==> config.mk <==
export PLATFORM = sky130hd
export DESIGN_NAME = fetch_unit
export DESIGN_NICKNAME = d
export VERILOG_FILES = /design/src/rtl/cpu_pkg.sv /design/src/rtl/fetch_fifo.sv /design/src/rtl/fetch_unit.sv
export SDC_FILE = /design/constraint.sdc
export NUM_CORES = 1
export LEC_CHECK = 0
export CAP_MARGIN = 20
export CORE_AREA = 2 2 145 253
export CTS_CLUSTER_DIAMETER = 200
export DETAILED_ROUTE_END_ITERATION = 6
export DIE_AREA = 0 0 147 255
export SYNTH_ARGS = -nofsm -noshare
export SYNTH_HDL_FRONTEND = slang
export SYNTH_SLANG_ARGS = --single-unit
export TNS_END_PERCENT = 20
==> constraint.sdc <==
create_clock -name clk -period 7 [get_ports clk]
set_input_delay 0.7 -clock clk [delete_from_list [all_inputs] [get_ports clk]]
set_output_delay 0.7 -clock clk [all_outputs]
set_load 0.05 [all_outputs]
==> src/rtl/cpu_pkg.sv <==
// Shared CPU front-end types: fetch FSM encoding, queue entry layout and the NOP word.
package cpu_pkg;

  localparam logic [31:0] INSTR_NOP = 32'h0000_0000;

  typedef enum logic [1:0] {
    StIssue   = 2'd0,
    StWait    = 2'd1,
    StDiscard = 2'd2
  } fetch_state_e;

  typedef struct packed {
    logic [31:0] pc;
    logic [31:0] instr;
  } fq_entry_t;

  function automatic logic [31:0] align_word(input logic [31:0] addr);
    return addr & 32'hFFFF_FFFC;
  endfunction

endpackage

==> src/rtl/fetch_fifo.sv <==
// Small synchronous FIFO holding fetched {pc, instr} entries; flush clears it in one edge.
module fetch_fifo #(
  parameter int unsigned Width = 64,
  parameter int unsigned Depth = 2
) (
  input  logic                   clk_i,
  input  logic                   rst_ni,
  input  logic                   flush_i,
  input  logic                   push_i,
  input  logic [Width-1:0]       wdata_i,
  input  logic                   pop_i,
  output logic                   valid_o,
  output logic [Width-1:0]       rdata_o,
  output logic [$clog2(Depth):0] count_o
);

  localparam int unsigned AddrW = $clog2(Depth);
  localparam int unsigned CntW  = AddrW + 1;

  logic [Width-1:0] mem_q [Depth];
  logic [Width-1:0] mem_d [Depth];
  logic [AddrW-1:0] wptr_q, wptr_d;
  logic [AddrW-1:0] rptr_q, rptr_d;
  logic [CntW-1:0]  count_q, count_d;
  logic             do_pop;

  always_comb begin
    mem_d   = mem_q;
    wptr_d  = wptr_q;
    rptr_d  = rptr_q;
    count_d = count_q;
    do_pop  = pop_i && (count_q != '0);
    if (flush_i) begin
      wptr_d  = '0;
      rptr_d  = '0;
      count_d = '0;
    end else begin
      // The producer never pushes into a full queue, so no overflow guard here.
      if (push_i) begin
        mem_d[wptr_q] = wdata_i;
        wptr_d        = wptr_q + AddrW'(1);
      end
      if (do_pop) begin
        rptr_d = rptr_q + AddrW'(1);
      end
      case ({push_i, do_pop})
        2'b10:   count_d = count_q + CntW'(1);
        2'b01:   count_d = count_q - CntW'(1);
        default: count_d = count_q;
      endcase
    end
  end

  always_ff @(posedge clk_i or negedge rst_ni) begin
    if (!rst_ni) begin
      for (int i = 0; i < int'(Depth); i++) begin
        mem_q[i] <= '0;
      end
      wptr_q  <= '0;
      rptr_q  <= '0;
      count_q <= '0;
    end else begin
      for (int i = 0; i < int'(Depth); i++) begin
        mem_q[i] <= mem_d[i];
      end
      wptr_q  <= wptr_d;
      rptr_q  <= rptr_d;
      count_q <= count_d;
    end
  end

  assign valid_o = (count_q != '0);
  assign rdata_o = mem_q[rptr_q];
  assign count_o = count_q;

endmodule

==> src/rtl/fetch_unit.sv <==
// Instruction fetch: one-outstanding-request FSM, next_pc selection and a decode-side queue.
module fetch_unit
  import cpu_pkg::*;
#(
  parameter logic [31:0] RESET_PC = 32'h0000_0000,
  parameter int unsigned QDEPTH   = 2
) (
  input  logic        clk,
  input  logic        rst_n,
  input  logic [31:0] pc_in,
  output logic [31:0] next_pc,
  input  logic        redirect_valid,
  input  logic [31:0] redirect_addr,
  output logic        imem_req_valid,
  input  logic        imem_req_ready,
  output logic [31:0] imem_req_addr,
  input  logic        imem_rsp_valid,
  input  logic [31:0] imem_rsp_data,
  output logic        fq_valid,
  input  logic        fq_ready,
  output logic [31:0] fq_instr,
  output logic [31:0] fq_pc
);

  localparam int unsigned CntW = $clog2(QDEPTH) + 1;

  fetch_state_e    state_q, state_d;
  logic [31:0]     addr_q, addr_d;
  logic [CntW-1:0] fq_count;
  logic            outstanding;
  logic            room;
  logic            accept;
  logic            push;
  logic            pop;
  logic            head_valid;
  fq_entry_t       push_entry;
  fq_entry_t       head_entry;

  assign outstanding = (state_q != StIssue);
  assign room = ({1'b0, fq_count} + (CntW + 1)'(outstanding)) < (CntW + 1)'(QDEPTH);

  always_comb begin
    state_d        = state_q;
    addr_d         = addr_q;
    imem_req_valid = 1'b0;
    accept         = 1'b0;
    push           = 1'b0;
    unique case (state_q)
      StIssue: begin
        imem_req_valid = rst_n && !redirect_valid && room;
        if (imem_req_valid && imem_req_ready) begin
          accept  = 1'b1;
          addr_d  = pc_in;
          state_d = StWait;
        end
      end
      StWait: begin
        if (redirect_valid) begin
          // A response landing with the redirect is already stale.
          state_d = imem_rsp_valid ? StIssue : StDiscard;
        end else if (imem_rsp_valid) begin
          push    = 1'b1;
          state_d = StIssue;
        end
      end
      StDiscard: begin
        if (imem_rsp_valid) begin
          state_d = StIssue;
        end
      end
      default: state_d = StIssue;
    endcase
  end

  always_comb begin
    if (!rst_n) begin
      next_pc = RESET_PC;
    end else if (redirect_valid) begin
      next_pc = align_word(redirect_addr);
    end else if (accept) begin
      next_pc = pc_in + 32'd4;
    end else begin
      next_pc = pc_in;
    end
  end

  always_ff @(posedge clk or negedge rst_n) begin
    if (!rst_n) begin
      state_q <= StIssue;
      addr_q  <= '0;
    end else begin
      state_q <= state_d;
      addr_q  <= addr_d;
    end
  end

  assign imem_req_addr    = pc_in;
  assign push_entry.pc    = addr_q;
  assign push_entry.instr = imem_rsp_data;
  assign pop              = head_valid && fq_ready && !redirect_valid;

  fetch_fifo #(
    .Width ($bits(fq_entry_t)),
    .Depth (QDEPTH)
  ) u_fifo (
    .clk_i   (clk),
    .rst_ni  (rst_n),
    .flush_i (redirect_valid),
    .push_i  (push),
    .wdata_i (push_entry),
    .pop_i   (pop),
    .valid_o (head_valid),
    .rdata_o (head_entry),
    .count_o (fq_count)
  );

  assign fq_valid = head_valid;
  assign fq_instr = head_valid ? head_entry.instr : INSTR_NOP;
  assign fq_pc    = head_valid ? head_entry.pc : 32'h0000_0000;

endmodule
==> reports/qor.yml <==
global_route:
  grt_overflow: 0
  antenna_found_initial: 1
  track_usage_pct: 14.8
  grt_pass1_vias: 7138
  grt_max_degree: 90
  grt_pass1_wl_um: 41900
cts:
  insertion_delay_ps: 440
  cts_buffer_depth: 2
  h-tree-depth: 4
  cts_tree: "yes"
  cts_resized: 0
  numCtsBuffers: 17
  cts.reportedPaths.clkPinSlew_ps: 70
  cts_hold_buf: 0
  cts_post_setup_buffers_inserted: 0
  clock_sinks: 166
  root_buffer: "clkbuf_16"
final_layout:
  mostFrequentLayoutCell: "clkdlybuf4s50_1"
  nFillCells: 3729
  seq_area_um2: 4160
  nets: 1106
  area_growth_pct: 35.4
  drive_gt1_share_pct: 18.2
  final_cell_mix: "clkdlybuf4s50_1 (227), dfrtp_1 (165), mux2_2 (128)"
  antennaDiodeCount: 0
  multi_input_area_um2: 4120
  post-route-util_pct: 33.2
outcome:
  status: "finished, final reports clean"
synth:
  seq_area_frac_synth_pct: 47.5
  synth.avg_cell_area_um2: 10.5
  async_flop_share_pct: 100
  ys_warn_count: 0
  synth_ff_type: "dfrtp_1"
  syn-num-nets: 937
  synth.distinct_cells: 49
  ys_ff_latch: 166
  netlist_area_um2: 8750
  synth_cells: 834
  synth_edf_count: 0
routing:
  route.vias.total: 6856
  wl_per_cell_um: 18.3
  ant_nets: 0
  dr.first_iter.drc_count: 255
  postRouteWirelength_um: 27200
  vias_per_cell: 4.61
  drtPass1Iterations: 4
  drc: 0
floorplan:
  die_h_um: 255
  ioPinCount: 232
  die_width_um: 147
  placementRows: 92
  design.die.area_um2: 37500
  coreArea_um2: 35700
  initial_core_util_pct: 24.5
timing:
  fin_ws_ps: 2100
  final-setup-viol-count: 0
  grt_setup_unrepaired: "false"
  min_period_ps: 4900
  timing.setup.tns_ps: 0
  worst_pin_slew_ps: 993
  period_share_pct: 70.1
  skew_ps: 8.67
  drv_slew: 0
  relSlewSlack_pct: 32.9
  hold_viol: 0
  fmax_ghz: 0.204
worst_setup_path:
  rr_endpoint: "addr_q[23]"
  crit_start: "rst_n"
  r2r-start: "u_fifo.count_o[1]"
  critPathCaptureType: "primary output"
  crit_end: "next_pc[31]"
  reg2reg_depth: 4
  critPathKind: "in2out"
  startpoint_type: "input pin"
  required_ps: 6300
  cp_max_fo: 89
  cp_data_arrival_time_ps: 4200
  r2r_setup_slack_ps: 4510
place:
  io_buffers: 229
  place_worst_setup_slack_ps: 2050
  gp_congestion: 0.752
  place_hpwl_um: 19000
power:
  ir_worst_vdd_mv: 0.0983
  finalPower_mw: 2.79
  p_per_area_nw_per_um2: 236
  power_leakage_nw: 4.88
job:
  drv_cap: 0
hold_path:
  hp-class: "in2async"
Yosys cell counts, drive strengths merged, types with 7 or more instances:
| master | instances | share of area (%) |
|---|---|---|
| dfrtp | 166 | 47 |
| nand3 | 18 | 1.0 |
| or4 | 8 | 0.73 |
| mux2 | 128 | 16 |
| clkbuf | 47 | 2.0 |
| o31ai | 7 | 0.60 |
| buf | 43 | 3.4 |
| a31oi | 7 | 0.50 |
| and3 | 8 | 0.57 |
| nand4 | 11 | 0.79 |
| nor2b | 13 | 0.93 |
| nor2 | 77 | 3.3 |
| mux2i | 64 | 7.3 |
| o21ai | 25 | 1.4 |
| nor4 | 11 | 0.79 |
| nand2 | 111 | 4.8 |
worst max-delay path, stage by stage:
cell and delay, ps:
clkbuf_8 440, nor2b_1 720, and2_2 850, a41oi_1 210, a311oi_1 270, clkdlybuf4s50_1 860
power by group:
group	switching (mW)	leakage, nW	internal, mW
combinational	0.324	2.42	0.294
sequential	0.0987	2.17	1.15
clock	0.421	0.283	0.509
total	0.843	4.88	1.95
metal layers:
| layer | track usage, % | vias up | wire (um) |
|---|---|---|---|
| met2 | 27.5 | 175 | 14700 |
| met3 | 2.71 | 25 | 1090 |
| met5 | 0 | - | 11 |
| li1 | - | 3250 | - |
| met4 | 5.11 | 2 | 484 |
| met1 | 16.9 | 3404 | 11000 |
through the flow:
step                cells  area, um2  hold WS, ps
finish               1486      11800          306
global route         1486      11800          354
CTS                  1486      11800          309
detailed placement   1454      11300          482
global placement     1454      11300          472
floorplan             834       8750          404
worst min-delay path by stage:
stage	end	start	cells after the start	slack [ps]
2_1_floorplan	addr_q[0]	rst_n	0	400
3_3_place_gp	addr_q[10]	addr_q[10]	2	470
3_5_place_dp	addr_q[26]	addr_q[26]	2	480
4_1_cts	addr_q[19]	rst_n	1	310
5_1_grt	addr_q[17]	rst_n	1	350
6_report	addr_q[17]	rst_n	1	310
layout make-up:
class                           instances  share of cell area, %
Multi-Input combinational cell        571                   34.8
Clock buffer                           19                   3.74
Tap cell                              470                   4.96
Sequential cell                       166                   35.1
Timing Repair Buffer                  240                   20.0
Inverter                                7                  0.222
Clock inverter                         13                   1.13
state kept, by name, indices dropped and copies added (netlist names):
signal          count
u_fifo.mem_q      128
u_fifo.count_o      2
addr_q             32
u_fifo.rptr_q       1
u_fifo.wptr_q       1
state_q             2
kinds of logic after synthesis:
family                     count (synthesis)  share of synthesized area, %
muxes                                    192                          23.8
xor gates and xnor gates                   7                         0.701
buffers and inverters                     97                          5.71
AOI/OAI and AO/OA                         79                          6.47
adders and majority gates                  1                         0.143
DFF                                      166                          47.5
and+or+nand+nor                          292                          15.7
(Power assumes the default switching activity.)
